### config.mk
export PLATFORM = sky130hd
export DESIGN_NAME = alu_operand_sel_stage
export DESIGN_NICKNAME = d
export VERILOG_FILES = /design/src/rtl/alu_operand_sel_stage.sv
export SDC_FILE = /design/constraint.sdc
export NUM_CORES = 1
export LEC_CHECK = 0
export BUFFER_PORTS_ARGS = -buffer_cell sky130_fd_sc_hd__buf_4
export CAP_MARGIN = 0
export CORE_MARGIN = 2
export CORE_UTILIZATION = 49
export DETAILED_ROUTE_END_ITERATION = 16
export MAX_ROUTING_LAYER = met4
export PLACE_DENSITY_LB_ADDON = 0.08
export REMOVE_ABC_BUFFERS = 1
export SYNTH_ARGS = -nofsm -noshare
export SYNTH_HDL_FRONTEND = slang
export SYNTH_SLANG_ARGS = --single-unit
### constraint.sdc
create_clock -name clk -period 1.9 [get_ports clk]
set_input_delay 0.285 -clock clk [delete_from_list [all_inputs] [get_ports clk]]
set_output_delay 0.285 -clock clk [all_outputs]
set_load 0.1 [all_outputs]
### src/rtl/alu_operand_sel_stage.sv
// alu_operand_sel_stage
//   Registered operand selector feeding the ALU B port. One of NUM_SRC data
//   words or the constant CONST_VAL is chosen by sel. The chosen word is then
//   held in a two-entry valid/ready skid buffer, so the control unit can stall
//   the ALU without dropping an operand. An out-of-range select re-issues the
//   last legal operand and latches a sticky error flag.
//
// Ports
//   clk        rising-edge clock
//   reset      synchronous, active-high; empties the stage and clears all state
//   src_flat   packed sources, source i = src_flat[i*WIDTH +: WIDTH]
//   sel        source select, sampled when in_valid & in_ready
//   in_valid   upstream offers sel/src this cycle
//   in_ready   stage can accept (decoded from registered state only)
//   out_data   registered selected operand
//   out_valid  out_data holds an operand
//   out_ready  ALU consumes out_data this cycle
//   err_clr    clears sel_err (loses to a simultaneous new error)
//   sel_err    sticky flag: an out-of-range sel was accepted
module alu_operand_sel_stage #(
  parameter int WIDTH     = 32,
  parameter int NUM_SRC   = 5,
  parameter int SEL_W     = 3,
  parameter int CONST_SEL = 3,
  parameter int CONST_VAL = 4
) (
  input  logic                     clk,
  input  logic                     reset,
  input  logic [NUM_SRC*WIDTH-1:0] src_flat,
  input  logic [SEL_W-1:0]         sel,
  input  logic                     in_valid,
  output logic                     in_ready,
  output logic [WIDTH-1:0]         out_data,
  output logic                     out_valid,
  input  logic                     out_ready,
  input  logic                     err_clr,
  output logic                     sel_err
);

  localparam logic [WIDTH-1:0] CONST_W = WIDTH'(CONST_VAL);

  typedef enum logic [1:0] {
    EMPTY = 2'd0,
    ONE   = 2'd1,
    TWO   = 2'd2
  } state_t;

  state_t           state, state_next;
  logic [WIDTH-1:0] main_q, skid_q, last_legal_q;
  logic             in_ready_q, sel_err_q;
  logic [WIDTH-1:0] pick;
  logic             pick_legal;
  logic             accept, pop;
  logic             load_main_new, load_main_skid, load_skid;

  assign accept    = in_valid & in_ready_q;
  assign pop       = out_valid & out_ready;
  assign out_valid = (state != EMPTY);
  assign out_data  = main_q;
  assign in_ready  = in_ready_q;
  assign sel_err   = sel_err_q;

  // Operand select. The constant occupies code CONST_SEL and the data
  // sources fill the remaining codes in ascending order, so sources at or
  // above CONST_SEL are shifted up by one code. Any code that matches
  // nothing falls back to the last legal operand.
  always_comb begin
    pick       = last_legal_q;
    pick_legal = 1'b0;
    if (32'(sel) == CONST_SEL) begin
      pick       = CONST_W;
      pick_legal = 1'b1;
    end
    for (int i = 0; i < NUM_SRC; i++) begin
      if (32'(sel) == ((i < CONST_SEL) ? i : i + 1)) begin
        pick       = src_flat[i*WIDTH +: WIDTH];
        pick_legal = 1'b1;
      end
    end
  end

  // Skid-buffer control. Occupancy is tracked as EMPTY/ONE/TWO. The main
  // register always holds the oldest entry. The skid register absorbs one
  // extra accept while the ALU is stalled. Accepts in TWO and pops in EMPTY
  // cannot occur, because in_ready and out_valid are decoded from state.
  always_comb begin
    state_next     = state;
    load_main_new  = 1'b0;
    load_main_skid = 1'b0;
    load_skid      = 1'b0;
    case (state)
      EMPTY: begin
        if (accept) begin
          state_next    = ONE;
          load_main_new = 1'b1;
        end
      end
      ONE: begin
        if (accept && pop) begin
          load_main_new = 1'b1;
        end else if (accept) begin
          state_next = TWO;
          load_skid  = 1'b1;
        end else if (pop) begin
          state_next = EMPTY;
        end
      end
      TWO: begin
        if (pop) begin
          state_next     = ONE;
          load_main_skid = 1'b1;
        end
      end
      default: state_next = EMPTY;
    endcase
  end

  // State register and the registered in_ready. in_ready comes from the
  // next state, so it never depends combinationally on out_ready.
  always_ff @(posedge clk) begin
    if (reset) begin
      state      <= EMPTY;
      in_ready_q <= 1'b1;
    end else begin
      state      <= state_next;
      in_ready_q <= (state_next != TWO);
    end
  end

  // Data storage, last-legal tracking and the sticky error flag. A new
  // error in the same cycle takes priority over err_clr, so an error is
  // never silently lost. out_data is not cleared when the stage drains.
  always_ff @(posedge clk) begin
    if (reset) begin
      main_q       <= '0;
      skid_q       <= '0;
      last_legal_q <= '0;
      sel_err_q    <= 1'b0;
    end else begin
      if (load_main_new) begin
        main_q <= pick;
      end else if (load_main_skid) begin
        main_q <= skid_q;
      end
      if (load_skid) begin
        skid_q <= pick;
      end
      if (accept && pick_legal) begin
        last_legal_q <= pick;
      end
      if (accept && !pick_legal) begin
        sel_err_q <= 1'b1;
      end else if (err_clr) begin
        sel_err_q <= 1'b0;
      end
    end
  end

endmodule

==> results.md <==
* Most common cell after layout, fill and taps aside: buf_4
* Clock Skews at 0.0102 ns
* Clk buf depth at 2
* Largest net degree at the start of global routing at 42
* Worst EP required at 2.13 ns
* First-pass GRT wire length at ~27000 µm
* Critical path's top delay family: simple AND/OR/NAND/NOR gates
* Critical R2R Launch: state[0]$_SDFF_PP0_
* Outcome: complete, no violations
* Post-synthesis async set-or-reset flop share at 0%
* Share of layout cells above drive strength 1 at 37.5%
* Gr ovfl total at 0
* Slowest Stage Delay on Critical Path at around 0.43 ns
* Max Slew Vio Count at 0
* WL per Instance at roughly 18 µm
* Maxcap violations at 0
* Post-synth EDFFs at 0
* Commonest non-fill, non-tap cells in the layout: buf_4 (230), dfxtp_1 (100), nand2_1 (62)
* Min-Delay Startpoint: out_ready
* ANT cells at 0
* Endpoint type of the worst setup path: flip-flop
* CTS tree: done
* Met1 GRT Util at 37.5%
* Hold WS at around 0.18 ns
* Flops & latches, synth at 100
* RePlAce Congestion at just over 0.8
* Yosys warns at 0
* Min Tclk post-route at 1.69 ns
* Clock transition at path regs at 0.10 ns
* Util after Layout at between 60% and 70%
* Maximum vdd drop at about 370 µV
* Gate Count Post-Synth at between 500 and 600
* Die height at 106 µm
* Worst Path Max Fanout at 24
* Final setup fails at 0
* Setup CP Type: flip-flop to flip-flop
* WL final at 16600 µm
* Final Cycle Share at 89.0%
* IO buf count at 202
* Met2 usage at 51.3%
* Post-Layout Cell Count at 909
* Clk sink count at 100
* Routed via count at ~5600
* Slew HR at a little under three fifths
* Bufs and invs on worst path at 1
* NetSw at 1.77 mW
* Row cnt at 37
* Met3 global-route usage at 4.48%
* Drt pass-1 iters at 5
* Avg Vias per Cell at between 6 and 7
* Post-Place Cells at around 890
* Core ar. at a little over 10000 µm²
* H-tree Lvls at 3
* Worst-margin pin slew at ~0.65 ns
* Horiz. Die Dim at about 110 µm
* Fin nets at 937
* GRT Max-Usage Layer: met2
* Post-synth cell types at 39
* Leakage at around 3.1 nW
* Worst Path Arrival at approximately 1.9 ns
* P_int at ~3.6 mW
* Main synth FF type: dfxtp_1
* Flop pwr share at a little over two fifths
* CTS Hold Buffers Added at 0
* Post-Syn Area per Cell at roughly 8.7 µm²
* Clock latency at the later pin of the worst-skew pair at ~0.36 ns
* Slowest CP cell: dfxtp_1
* Root buffer cell: clkbuf_8
* Sequential area share after synthesis at 39.2%
* Vias in the first global route at 5595
* CTS Buf Count at 9
* Comb pwr share at between 20 and 30%
* Crit-path cells: and2b_1 > nor3b_2 > buf_4 > o22ai_1
* Clock share of power at roughly 28%
* DIE AREA at 11300 µm²
* Crit path from: state[0]$_SDFF_PP0_
* Number of remaining DRC errors at 0
* Critical path launch point type: flip-flop
* Power Dens Cells at about 760 nW/µm²
* Hold Crit Class: input port to flip-flop
* RSZ-0062 raised after global routing: false
* 1st-iter DRT viols at around 300
* Cell area after synthesis at 5100 µm²
* Net Sw Frac at between 30% and 40%
* Initial antenna violation count at 0
* Post-DRT Antenna Nets at 0
* Initial Util at 49.9%
* Fmax at around 590 MHz
* Tot Pwr at 5.37 mW
* Overall Global Routing Usage at between 30% and 40%
* Layout Area Growth over Synthesis at 39.1%
* Final hold violations at 0
* Io pins at roughly 200
* HPWL Detailed at approximately 11000 µm
## stage by stage
stage	setup TNS, ns	worst slack [ns]	instance area (µm²)
final	0	0.209	7100
after global routing	0	0.0586	7100
after CTS	0	0.159	7100
after detailed placement	0	0.128	6870
after global placement	0	0.156	6870
after floorplan	-152.49	-2.56	4820
## cell families (layout without fill, tap and decap cells)
family,Yosys count,in the layout,synth area share (%)
multiplexers,33,33,7.16
AND/OR/NAND/NOR,126,126,13.3
flip-flops,100,100,39.2
buffers and inverters,98,284,7.94
AO/OA/AOI/OAI,230,230,32.4
## repair_timing
item                       in CTS  in global routing
resized for setup               0                  1
setup endpoints to repair       0                 17
buffers inserted                0                  0
## cell type report
class,instances,area [µm²]
multi-input cells,389,2730
fillers,841,3130
flip-flops and latches,100,2000
repair buffers,236,1850
inverters,33,125
well taps,136,170
clock buffers,10,138
clock inverters,5,85.1
## state kept, by name, indices dropped and copies added, names as in the netlist
name,flops
last_legal_q,32
skid_q,32
state,2
out_data,32
sel_err,1
in_ready,1
## Yosys cell counts (2+ instances only)
cell type / number / area share (%)
o32ai_1: 27 / 4.6
a211oi_1: 9 / 1.3
clkbuf_1: 42 / 3.1
o211ai_1: 3 / 0.44
and4_1: 28 / 4.8
a221oi_1: 31 / 5.3
nand3_1: 8 / 0.78
mux2_2: 28 / 6.2
buf_2: 18 / 1.8
nand2_2: 2 / 0.25
mux2i_1: 5 / 0.98
nand2b_1: 5 / 0.61
a21oi_1: 7 / 0.69
inv_1: 32 / 2.4
or2_2: 2 / 0.25
a22o_1: 4 / 0.69
o32a_1: 2 / 0.39
a211o_1: 28 / 4.8
o21ai_0: 29 / 2.8
a31oi_1: 28 / 3.4
nand2_1: 62 / 4.6
nor2b_1: 2 / 0.25
buf_4: 4 / 0.59
dfxtp_1: 100 / 39
o22ai_1: 57 / 7.0
nor2_1: 9 / 0.66
nand4_1: 3 / 0.37
## layer usage
layer  wire length, µm  up-vias
li1                  -     2640
met1              7150     2686
met2              8160      252
met3              1100       28
met4               232        0
met5                 0        -
## power groups by stage
stage          Sequential (mW)  Combinational [mW]  Clock (mW)
2_1_floorplan             2.75               0.485           0
3_3_place_gp              2.35                1.52           0
3_5_place_dp              2.35                1.54           0
4_1_cts                   2.30                1.54        1.51
5_1_grt                   2.32                1.64        1.61
6_report                  2.31                1.55        1.51
## path summary, 6_finish.rpt
path / end / slack [ns] / cells after the start
worst max register to register: skid_q[9]$_SDFFE_PP0P_ / 0.21 / 4
worst min register to register: skid_q[23]$_SDFFE_PP0P_ / 0.47 / 2
worst min-delay path: in_ready$_SDFF_PP1_ / 0.18 / 2
worst max-delay path: skid_q[9]$_SDFFE_PP0P_ / 0.21 / 4
No activity file was read; power rests on OpenSTA's default activity.
